**src/rtl/johnson_pkg.sv**
```systemverilog
// Shared types and constants for the Johnson-code decoder.
package johnson_pkg;

   typedef enum logic [1:0] {
      ACQ   = 2'd0,
      TRACK = 2'd1,
      ERR   = 2'd2
   } johnson_state_e;

   localparam int unsigned ERR_CNT_W = 8;
   localparam logic [ERR_CNT_W-1:0] ERR_CNT_MAX = 8'd255;

endpackage

```
**src/rtl/johnson_code_chk.sv**
```systemverilog
// Combinational legality check and position decode of an N-bit Johnson code word.
module johnson_code_chk #(
   parameter int unsigned N  = 4,
   parameter int unsigned CW = $clog2(2 * N)
) (
   input  logic [N-1:0]  q,
   output logic          legal,
   output logic [CW-1:0] idx
);

   logic [N-1:0]  thermo;
   logic [CW-1:0] pop;

   // Upper half of the cycle is the complement of a thermometer, so fold it first.
   always_comb begin
      thermo = q[N-1] ? ~q : q;
      legal  = ((thermo & (thermo + N'(1))) == '0);
      pop    = '0;
      for (int unsigned i = 0; i < N; i++) begin
         pop = pop + CW'(q[i]);
      end
      // Modulo-2^CW subtraction yields 2N - pop because pop >= 1 when q[N-1] = 1.
      idx = q[N-1] ? (CW'(2 * N) - pop) : pop;
   end

endmodule

```
**src/rtl/johnson_decoder.sv**
```systemverilog
// Johnson-code position decoder with acquisition/tracking FSM and saturating error count.
// Optional registered one-hot position output when JOHNSON_DEC_ONEHOT_EN is defined.
module johnson_decoder
   import johnson_pkg::*;
#(
   parameter int unsigned N  = 4,
   parameter int unsigned CW = $clog2(2 * N)
) (
   input  logic                 clk,
   input  logic                 rst,
   input  logic [N-1:0]         q_in,
   input  logic                 en,
   input  logic                 clr_err,
   output logic [CW-1:0]        idx,
   output logic                 idx_valid,
   output logic                 illegal,
   output logic                 seq_err,
   output logic                 locked,
   output logic [ERR_CNT_W-1:0] err_cnt
`ifdef JOHNSON_DEC_ONEHOT_EN
   ,
   output logic [2*N-1:0]       onehot
`endif
);

   localparam int unsigned CODES = 2 * N;

   johnson_state_e        state_q, state_d, state_eval;
   logic [CW-1:0]         idx_q, idx_d, idx_next;
   logic                  idx_valid_q, idx_valid_d;
   logic                  illegal_q, illegal_d;
   logic                  seq_err_q, seq_err_d;
   logic                  locked_q, locked_d;
   logic [ERR_CNT_W-1:0]  err_cnt_q, err_cnt_d;
   logic                  err_inc;
   logic                  code_legal;
   logic [CW-1:0]         code_idx;

   johnson_code_chk #(
      .N  (N),
      .CW (CW)
   ) u_code_chk (
      .q     (q_in),
      .legal (code_legal),
      .idx   (code_idx)
   );

   // Next-state and output decode; clr_err makes the sample see ACQ and forces ACQ next.
   always_comb begin
      state_d     = state_q;
      idx_d       = idx_q;
      idx_valid_d = 1'b0;
      illegal_d   = 1'b0;
      seq_err_d   = 1'b0;
      err_inc     = 1'b0;
      err_cnt_d   = err_cnt_q;
      state_eval  = clr_err ? ACQ : state_q;
      idx_next    = (idx_q == CW'(CODES - 1)) ? '0 : (idx_q + CW'(1));

      if (en) begin
         if (!code_legal) begin
            illegal_d = 1'b1;
            err_inc   = 1'b1;
            if (state_eval == TRACK) begin
               state_d = ERR;
            end else begin
               state_d = state_eval;
            end
         end else begin
            idx_d       = code_idx;
            idx_valid_d = 1'b1;
            unique case (state_eval)
               ACQ:   state_d = TRACK;
               TRACK: begin
                  if ((code_idx != idx_q) && (code_idx != idx_next)) begin
                     seq_err_d = 1'b1;
                     err_inc   = 1'b1;
                     state_d   = ERR;
                  end
               end
               ERR:     state_d = ERR;
               default: state_d = ACQ;
            endcase
         end
      end

      if (clr_err) begin
         state_d   = ACQ;
         err_cnt_d = '0;
      end else if (err_inc && (err_cnt_q != ERR_CNT_MAX)) begin
         err_cnt_d = err_cnt_q + ERR_CNT_W'(1);
      end

      locked_d = (state_d == TRACK);
   end

   always_ff @(posedge clk or negedge rst) begin
      if (!rst) begin
         state_q     <= ACQ;
         idx_q       <= '0;
         idx_valid_q <= 1'b0;
         illegal_q   <= 1'b0;
         seq_err_q   <= 1'b0;
         locked_q    <= 1'b0;
         err_cnt_q   <= '0;
      end else begin
         state_q     <= state_d;
         idx_q       <= idx_d;
         idx_valid_q <= idx_valid_d;
         illegal_q   <= illegal_d;
         seq_err_q   <= seq_err_d;
         locked_q    <= locked_d;
         err_cnt_q   <= err_cnt_d;
      end
   end

   assign idx       = idx_q;
   assign idx_valid = idx_valid_q;
   assign illegal   = illegal_q;
   assign seq_err   = seq_err_q;
   assign locked    = locked_q;
   assign err_cnt   = err_cnt_q;

`ifdef JOHNSON_DEC_ONEHOT_EN
   logic [CODES-1:0] onehot_q, onehot_d;

   // One-hot tracks idx but is forced low whenever the decoder is not locked.
   always_comb begin
      onehot_d = '0;
      if (state_d == TRACK) begin
         onehot_d = CODES'(1) << idx_d;
      end
   end

   always_ff @(posedge clk or negedge rst) begin
      if (!rst) begin
         onehot_q <= '0;
      end else begin
         onehot_q <= onehot_d;
      end
   end

   assign onehot = onehot_q;
`endif

endmodule

```
**config.mk**
```make
export PLATFORM = sky130hd
export DESIGN_NAME = johnson_decoder
export DESIGN_NICKNAME = d
export VERILOG_FILES = /design/src/rtl/johnson_pkg.sv /design/src/rtl/johnson_code_chk.sv /design/src/rtl/johnson_decoder.sv
export SDC_FILE = /design/constraint.sdc
export NUM_CORES = 1
export LEC_CHECK = 0
export ABC_AREA = 1
export CORE_MARGIN = 3
export CORE_UTILIZATION = 55
export CTS_CLUSTER_DIAMETER = 150
export CTS_CLUSTER_SIZE = 40
export DETAILED_ROUTE_END_ITERATION = 8
export GPL_TIMING_DRIVEN = 0
export PLACE_DENSITY_LB_ADDON = 0.1
export SETUP_SLACK_MARGIN = 0.1
export SKIP_LAST_GASP = 1
export SYNTH_ARGS = -nofsm -noshare
export SYNTH_HDL_FRONTEND = slang
export SYNTH_HIERARCHICAL = 1
export SYNTH_SLANG_ARGS = --single-unit
```
**constraint.sdc**
```tcl
create_clock -name clk -period 2.75 [get_ports clk]
set_input_delay 0.55 -clock clk [delete_from_list [all_inputs] [get_ports clk]]
set_output_delay 0.55 -clock clk [all_outputs]
set_load 0.01 [all_outputs]
```
==> impl_metrics.json <==
{
  "synth-seq-cells": 17,
  "design_area_um2": 1590,
  "grt_pass1_vias": 1063,
  "utilization": 0.8024,
  "maxCapViolCount": 0,
  "n_antenna_cell": 0,
  "crit_arrival_ps": 2690,
  "routed_wl_um": 2433,
  "rows": 16,
  "initial_utilization": 0.5922,
  "synth_largest_area_cell": "dfrtp_1",
  "grt.overflow.total": 0,
  "max_slew_margin": 0.5018,
  "dieArea_um2": 2724,
  "yosys.area.top_type_share": 0.3625,
  "endpoint_kind": "register",
  "path_clk_slew_ps": 90,
  "port_buffers": 21,
  "final_cell_mix": "nand2_1, inv_1, dfrtp_1, clkdlybuf4s50_1, nand3_1",
  "power_mw": 0.7320,
  "drt_iter0_markers": 18,
  "grt_pass1_wl_um": 4312,
  "drtAntennaViolNets": 0,
  "crit_fanout": 7,
  "nets": 199,
  "syn-instance-count": 154,
  "wl_per_cell_um": 11.59,
  "netlist_area_um2": 1174,
  "postPlaceCellArea_um2": 1454,
  "critPathLaunchType": "primary input",
  "setup_viol": 0,
  "timing.final.crit_period_ps": 2499,
  "syn_avg_cell_area_um2": 7.621,
  "hold_violations": 0,
  "cts_buffer_depth": 2,
  "gp_congestion": 0.8969,
  "period_share": 0.9089,
  "clock_latency_ps": 290,
  "grt_setup_unrepaired": "false",
  "drv_slew": 0,
  "tritoncts": "built",
  "synth_fp_nets": 169,
  "hp-class": "in2reg",
  "numCtsBuffers": 3,
  "status": "complete, no violations",
  "p_leak_nw": 0.8103,
  "antenna_found_initial": 0,
  "ys.warnings.count": 6,
  "via_count": 1054,
  "fp.dieW_um": 52.20,
  "drt_first_pass_iters": 4,
  "holdWs_ps": 541.5,
  "root_buffer": "clkbuf_4",
  "required_ps": 2940,
  "core_area_um2": 1982,
  "syn2layout_area_growth_pct": 35.50,
  "synth.distinct_cells": 26,
  "final_layout_size_suffix_gt1_frac": 0.2350,
  "dp_hpwl_um": 1825,
  "worst_slew_pin_slew_ps": 745.0,
  "peakVddDrop_mv": 0.3744,
  "viasPerCell": 5.019,
  "power.density_nw_per_um2": 460.3,
  "ioPinCount": 23,
  "fmax_ghz": 0.4001,
  "grt_max_degree": 18,
  "drc_errors": 0,
  "die_h_um": 52.20,
  "final.setup_skew_ps": 2.943,
  "clock_sinks": 17,
  "grt_use_total": 0.2164,
  "cts_max_level": 1,
  "synth-seq-area-share": 0.3625,
  "yosys-top-cells-area": "dfrtp_1, nand2_1, inv_1",
  "final_common_cell": "nand2_1",
  "critPathKind": "in2reg",
  "fillCellCount": 126
}
## area by class of cell
| cell class | instances | area, um2 | share of cell area |
|---|---|---|---|
| plain buffers | 2 | 10.01 | 0.006294 |
| well taps | 27 | 33.78 | 0.02124 |
| inverters | 26 | 100.1 | 0.06294 |
| multi-input cells | 109 | 754.5 | 0.4744 |
| clock buffers | 4 | 26.28 | 0.01652 |
| flip-flops and latches | 17 | 425.4 | 0.2675 |
| repair buffers | 25 | 240.2 | 0.1511 |
## power breakdown
part	internal, mW	total (mW)	switching, mW
sequential	0.271	0.296	0.0248
combinational	0.143	0.302	0.159
clock	0.0565	0.135	0.0781
total	0.471	0.732	0.261
## synthesized netlist by cell type
master and n:
nand3_2 1, o21ai_1 1, o211a_1 1, nand4_1 4
nand2_4 2, nand3_1 16, nor3_4 1, nor3b_1 1
o21bai_1 1, buf_2 2, o21ai_0 4, inv_1 22
xnor2_1 3, nor2_1 11, dfrtp_1 17, a21oi_1 3
a21boi_1 1, nand2_1 41, a31oi_4 1, nand2_2 3
inv_2 4, xor2_1 4, ha_1 6, o21ai_2 2
nor3_1 1, fa_1 1
## state kept, by name, indices dropped and copies added (netlist names)
register   cells
idx            3
illegal        1
err_cnt        8
seq_err        1
idx_valid      1
state_q        2
locked         1
## per-layer routing
metal / global-route usage / vias to the layer above / routed length (um)
met5: 0 / - / 0
met2: 0.3577 / 19 / 1193
met3: 0.04274 / 5 / 103
met4: 0.1362 / 0 / 50
li1: - / 549 / -
met1: 0.2555 / 481 / 1086
## stage by stage
step / instances / setup TNS [ps] / setup WS (ps)
floorplan: 154 / 0 / 143.8
global route: 210 / 0 / 109.4
global placement: 202 / -5532 / -557.2
finish: 210 / 0 / 250.6
detailed placement: 202 / -6259 / -612.2
CTS: 209 / 0 / 167.1
## repair_timing
action | CTS | global route
hold buffers | 0 | 0
setup buffers | 3 | 1
endpoints found under the setup margin | 12 | 9
gates resized for setup | 13 | 17
pin swaps | 5 | 7
cloned | 0 | 0
## cell families (layout without fill, tap and decap cells)
kind of cell,after synthesis,after routing,synth area share
fa+ha+maj,7,7,0.08102
simple gates,81,81,0.3241
flops,17,17,0.3625
xor+xnor,7,7,0.05224
compound gates,14,14,0.08849
buf+inv,28,57,0.09168
## final timing paths
check / start / to / cells after the start / slack [ps]
max: q_in[1] / err_cnt[4]$_DFFE_PN0P_ / 20 / 250
min: clr_err / err_cnt[1]$_DFFE_PN0P_ / 2 / 540
max reg2reg: idx[0]$_DFFE_PN0P_ / err_cnt[4]$_DFFE_PN0P_ / 10 / 890
min reg2reg: idx[1]$_DFFE_PN0P_ / idx[1]$_DFFE_PN0P_ / 2 / 590
max in group asynchronous: rst / err_cnt[5]$_DFFE_PN0P_ / 1 / 1590
min in group asynchronous: rst / idx[0]$_DFFE_PN0P_ / 1 / 690
## worst max-delay path, cell delays in order
cell	delay (ps)
buf_6	100
ha_4	250
inv_2	30
fa_2	340
inv_2	70
ha_4	200
inv_4	60
ha_4	120
nor2_2	30
nand2_1	50
nand2_1	60
inv_2	110
xnor2_2	120
nand3_2	110
nand3_4	110
nand2_4	80
nand2_8	100
nand2_8	80
nand2_1	70
nand2_1	40
Note: power is estimated with default switching activity, not from simulation.
